## config.mk

```make
export PLATFORM = sky130hd
export DESIGN_NAME = bp_be_fe_queue_buffer
export DESIGN_NICKNAME = d
export VERILOG_FILES = /design/src/rtl/bp_be_fe_queue_buffer_pkg.sv /design/src/rtl/bp_be_fe_queue_buffer_mem.sv /design/src/rtl/bp_be_fe_queue_buffer.sv
export SDC_FILE = /design/constraint.sdc
export NUM_CORES = 1
export LEC_CHECK = 0
export ABC_AREA = 1
export BUFFER_PORTS_ARGS = -buffer_cell sky130_fd_sc_hd__buf_2
export CAP_MARGIN = 20
export CORE_ASPECT_RATIO = 0.6
export CORE_MARGIN = 2
export CORE_UTILIZATION = 30
export CTS_BUF_LIST = sky130_fd_sc_hd__clkbuf_4 sky130_fd_sc_hd__clkbuf_8
export DETAILED_ROUTE_END_ITERATION = 10
export GPL_ROUTABILITY_DRIVEN = 0
export SLEW_MARGIN = 30
export SYNTH_ARGS = -nofsm -noshare
export SYNTH_HDL_FRONTEND = slang
export SYNTH_HIERARCHICAL = 1
export SYNTH_SLANG_ARGS = --single-unit
```

## constraint.sdc

```tcl
create_clock -name clk_i -period 11.2 [get_ports clk_i]
set_input_delay 2.24 -clock clk_i [delete_from_list [all_inputs] [get_ports clk_i]]
set_output_delay 2.24 -clock clk_i [all_outputs]
set_load 0.02 [all_outputs]
```

## src/rtl/bp_be_fe_queue_buffer_pkg.sv

```systemverilog
// Shared constants and the pointer-width helper for the BE-side fe_queue buffer.
// Pointers carry one extra wrap bit so full and empty stay distinguishable.
package bp_be_fe_queue_buffer_pkg;

    localparam int fe_queue_width_lp = 64;
    localparam int fe_queue_els_lp   = 8;

    function automatic int bp_be_fe_queue_ptr_width(input int els);
        return $clog2(els) + 1;
    endfunction

endpackage

```

## src/rtl/bp_be_fe_queue_buffer_mem.sv

```systemverilog
// els_p x width_p register file: one synchronous write port, one asynchronous read port.
// Data is never reset; a write lands on the clock edge and is visible to reads after it.
module bp_be_fe_queue_buffer_mem #(
    parameter int els_p     = 8,
    parameter int width_p   = 64,
    parameter int addr_w_lp = $clog2(els_p)
) (
    input  logic                 clk_i,
    input  logic                 w_v_i,
    input  logic [addr_w_lp-1:0] w_addr_i,
    input  logic [width_p-1:0]   w_data_i,
    input  logic [addr_w_lp-1:0] r_addr_i,
    output logic [width_p-1:0]   r_data_o
);

    logic [width_p-1:0] r_mem [els_p];

    always_ff @(posedge clk_i) begin
        if (w_v_i) begin
            r_mem[w_addr_i] <= w_data_i;
        end
    end

    assign r_data_o = r_mem[r_addr_i];

endmodule

```

## src/rtl/bp_be_fe_queue_buffer.sv

```systemverilog
// Checkpointed circular FIFO holding FE messages until BE commits them; roll rewinds, clr flushes.
// Enqueue to valid: 1 cycle, no bypass. Ready drops when full; a same-cycle deq does not reopen it.
module bp_be_fe_queue_buffer
    import bp_be_fe_queue_buffer_pkg::*;
#(
    parameter int els_p   = fe_queue_els_lp,
    parameter int width_p = fe_queue_width_lp
) (
    input  logic               clk_i,
    input  logic               reset_i,
    input  logic [width_p-1:0] fe_queue_i,
    input  logic               fe_queue_v_i,
    output logic               fe_queue_ready_o,
    output logic [width_p-1:0] fe_queue_o,
    output logic               fe_queue_v_o,
    input  logic               fe_queue_yumi_i,
    input  logic               deq_v_i,
    input  logic               roll_v_i,
    input  logic               clr_v_i,
    output logic               empty_o
);

    localparam int ptr_w_lp = bp_be_fe_queue_ptr_width(els_p);
    localparam int idx_w_lp = ptr_w_lp - 1;
    localparam logic [ptr_w_lp-1:0] one_lp = ptr_w_lp'(1);
    localparam logic [ptr_w_lp-1:0] els_lp = ptr_w_lp'(els_p);

    logic [ptr_w_lp-1:0] r_wptr, r_rptr, r_cptr;
    logic [ptr_w_lp-1:0] w_wptr_n, w_rptr_n, w_cptr_n;
    logic [ptr_w_lp-1:0] w_occ, w_rd_ahead;
    logic                w_full, w_enq;

    assign w_occ      = r_wptr - r_cptr;
    assign w_rd_ahead = r_rptr - r_cptr;
    assign w_full     = (w_occ == els_lp);
    assign w_enq      = fe_queue_v_i & ~w_full & ~clr_v_i;

    assign fe_queue_ready_o = ~w_full;
    assign fe_queue_v_o     = (r_rptr != r_wptr) & ~roll_v_i & ~clr_v_i;
    assign empty_o          = (r_wptr == r_cptr);

    // Commit is applied before any rewind, so a deq alongside roll/clr stays committed.
    assign w_cptr_n = r_cptr + (deq_v_i ? one_lp : '0);

    always_comb begin
        w_rptr_n = r_rptr;
        if (clr_v_i || roll_v_i) begin
            w_rptr_n = w_cptr_n;
        end else if (fe_queue_yumi_i) begin
            w_rptr_n = r_rptr + one_lp;
        end
    end

    always_comb begin
        w_wptr_n = r_wptr;
        if (clr_v_i) begin
            w_wptr_n = w_cptr_n;
        end else if (w_enq) begin
            w_wptr_n = r_wptr + one_lp;
        end
    end

    always_ff @(posedge clk_i) begin
        if (reset_i) begin
            r_wptr <= '0;
            r_rptr <= '0;
            r_cptr <= '0;
        end else begin
            r_wptr <= w_wptr_n;
            r_rptr <= w_rptr_n;
            r_cptr <= w_cptr_n;
        end
    end

    bp_be_fe_queue_buffer_mem #(
        .els_p   (els_p),
        .width_p (width_p)
    ) u_mem (
        .clk_i    (clk_i),
        .w_v_i    (w_enq),
        .w_addr_i (r_wptr[idx_w_lp-1:0]),
        .w_data_i (fe_queue_i),
        .r_addr_i (r_rptr[idx_w_lp-1:0]),
        .r_data_o (fe_queue_o)
    );

`ifndef SYNTHESIS
    a_yumi_needs_valid: assert property (@(posedge clk_i) disable iff (reset_i)
        fe_queue_yumi_i |-> fe_queue_v_o);
    a_deq_needs_read: assert property (@(posedge clk_i) disable iff (reset_i)
        deq_v_i |-> ((r_cptr != r_rptr) || fe_queue_yumi_i));
    a_ptr_order: assert property (@(posedge clk_i) disable iff (reset_i)
        (w_rd_ahead <= w_occ) && (w_occ <= els_lp));
`endif

endmodule

```

==> out/results.txt <==
met3 usage: 3.97%
clock buffer depth: 3
P per Cell Area: 163 nW/µm²
Site Rows: 78
die area: 79800 µm²
sequential share of the synthesized area: 67.2%
complex-gate fraction of the synthesized area: 0.409%
status: completed
Synth area leader: edfxtp_1
commonest non-fill, non-tap cell in the layout: nand2_1
Lkg Pwr: 12.0 nW
Synth Area in XOR/XNOR: 0.302%
Avg Inst Size Synth: 9.89 µm²
Worst path max stage delay: 0.78 ns
RSZ-0062 raised after global routing: no
total CTS buffers: 86
Least-Margin Pin Slew: 0.881 ns
Synth area leaders: edfxtp_1 66%, nand2_1 14%, inv_1 8.7%
initial antenna violation count: 14
routed len/inst: 15.6 µm
multi-input combinational cell area: 5030 µm²
Chip Height: 220 µm
Max Cap Viol: 0
clock root buffer: clkbuf_8
Final Slew Violations: 0
Worst Hold Path Cells: 2
crit path max-delay cell type: buf_4
vias in the first global route: 14.0k
first-pass GRT wire length: 84600 µm
length in cells of the worst reg-to-reg path: 13
fin crit period: 5.83 ns
Cell Area, Synth: 23200 µm²
global-route track usage on met1: 20.1%
Setup CP Type: reg2out
R2R setup slack: 7.66 ns
vias per cell: 4.15
Synth Instances: 2349
Buffers on Ports: 137
DRC: 0
Setup TNS Final: 0 ns
register area: 15600 µm²
adder-cell share of the synthesized area: 0.377%
Top Ports: 138
CTS clk-pin slew, worst paths: 0.07 ns
met2 Usage GRT: 20.4%
endpoint of the worst hold path: r_wptr[0]$_SDFFE_PP0P_
Vias: 14.8k
Syn Nets: 2427
most frequent cells in the layout: 853 x nand2_1, 535 x inv_1, 512 x edfxtp_1, 264 x nand3_1, 137 x buf_2
Fillers: 7668
Resize count post-CTS: 0
CTS tree: yes
R2R Path Start: r_wptr[0]$_SDFFE_PP0P_
Distinct cells, synth: 31
Hold WS: 0.641 ns
f_max: 0.171 GHz
CP startpoint kind: register
Final Cell Area: 26500 µm²
Main synth FF type: edfxtp_1
number of synthesized flops with an enable pin: 512
mux cell area share after synthesis: 0%
Post-CTS Hold Buffers: 0
Peak supply drop: 0.0693 mV
H-tree levels: 3
combinational family with the most area after synthesis: simple AND/OR/NAND/NOR gates
Initial Utilization: 30.5%
clk_skew: 0.0183 ns
Routed Antenna Nets: 0
drt first-iter violations: 1253
Synth async-reset ratio: 0%
headroom to the max-slew limit: 41.3%
flops & latches, synth: 524
Worst R2R End: u_mem/r_mem[7][18]$_DFFE_PP_
drt first pass iters: 5
Synth Area in Simple Gates: 20.3%
Post-layout nets: 2579
cell area after placement: 24900 µm²
Final Hold Fails: 0
worst min-delay path class: reg2reg
Area growth, synth to finish: 13.9%
DRT Wirelength: 55400 µm
Die X: 363 µm
Setup Buffers After CTS: 0
grt total ovfl: 0
core footprint: 76100 µm²
global route hottest layer: met2
DP HPWL: 28900 µm
largest fanout on the critical path: 74
Setup Viol. Count Final: 0
Critical Path RT: 8.96 ns
pin count of the biggest net entering global routing: 160
Crit path top cell by count: nand2_1
Clock Latency Late Sink: 0.66 ns
clock sink total: 524
total track usage: 14.0%
ratio of cells with drive above 1 in the final layout: 12.4%
Arr. time, crit path: 3.59 ns
top-area cell type share of the netlist area: 66.2%
HP Start: r_wptr[0]$_SDFFE_PP0P_
crit-path cells: buf_4, buf_4, nand2_1, nand3_1, nand2_1, nand2_1, nand2_1, buf_2
period utilization: 52.1%
Critical Path Sink Type: output pin
YS warnings: 6
-- worst max path at each step --
stage | from | endpoint | slack [ns] | cells after the start
floorplan | clr_v_i | u_mem/r_mem[1][0]$_DFFE_PP_ | 5.31 | 5
global placement | clr_v_i | fe_queue_v_o | 5.94 | 5
detailed placement | clr_v_i | fe_queue_v_o | 5.95 | 5
CTS | r_rptr[0]$_SDFFE_PP0P_ | fe_queue_o[22] | 5.26 | 8
global route | r_rptr[0]$_SDFFE_PP0P_ | fe_queue_o[22] | 5.06 | 8
finish | r_rptr[0]$_SDFFE_PP0P_ | fe_queue_o[16] | 5.37 | 8
-- worst max-delay path: cells and delay by family (launching register included) --
kind                   cells  cell delay [ns]
AND/OR/NAND/NOR            5             0.54
buffers and inverters      3             1.68
flip-flops                 1             0.66
-- registers in the layout, summed over array words and instances, names as in the netlist --
signal,flops
r_cptr,4
r_rptr,4
u_mem/r_mem,512
r_wptr,4
-- cells by family after synthesis --
logic type	Yosys count
fa+ha+maj	7
flops	524
compound gates	16
xor+xnor	8
buf+inv	642
simple gates	1152
-- cells in the mapped netlist, types with 3 or more instances --
master and instances:
xor2_1 4, dfxtp_1 12, inv_1 536, buf_6 13
clkbuf_1 10, buf_4 18, buf_1 4, ha_1 7
xnor2_1 4, nor2_1 19, buf_2 54, inv_2 6
nor2_2 3, nand2_2 6, o21ai_0 3, edfxtp_1 512
nand3_1 264, nand2_1 853, a21oi_1 6
-- power by group --
group          total [mW]  internal (mW)  switching (mW)
clock                1.58          0.852           0.733
combinational       0.502          0.140           0.362
sequential           2.22           2.19          0.0228
-- stage by stage --
stage	utilization, %	std cells	setup WS, ns	total power [mW]
final	34.8	3560	5.37	4.30
after global routing	34.8	3555	5.06	4.50
after CTS	34.7	3554	5.26	4.37
after detailed placement	32.6	3412	5.95	2.77
after global placement	32.6	3412	5.94	2.76
after floorplan	-	2349	5.31	2.59
-- layout make-up --
class / instances / area share, %
antenna: 5 / 0.0473
multi-input combinational: 1183 / 19.0
tap: 1000 / 4.73
timing repair buffer: 163 / 3.46
sequential: 524 / 59.0
clock inverter: 27 / 0.624
clock buffer: 115 / 5.32
inverter: 543 / 7.79
-- per-layer routing --
layer	wire (µm)	vias to the layer above	part of all wire, %
met2	23100	329	42
met1	27700	6739	50
met5	79	-	0.14
li1	-	7602	-
met4	1050	14	1.9
met3	3520	105	6.3
(Power assumes the default switching activity.)
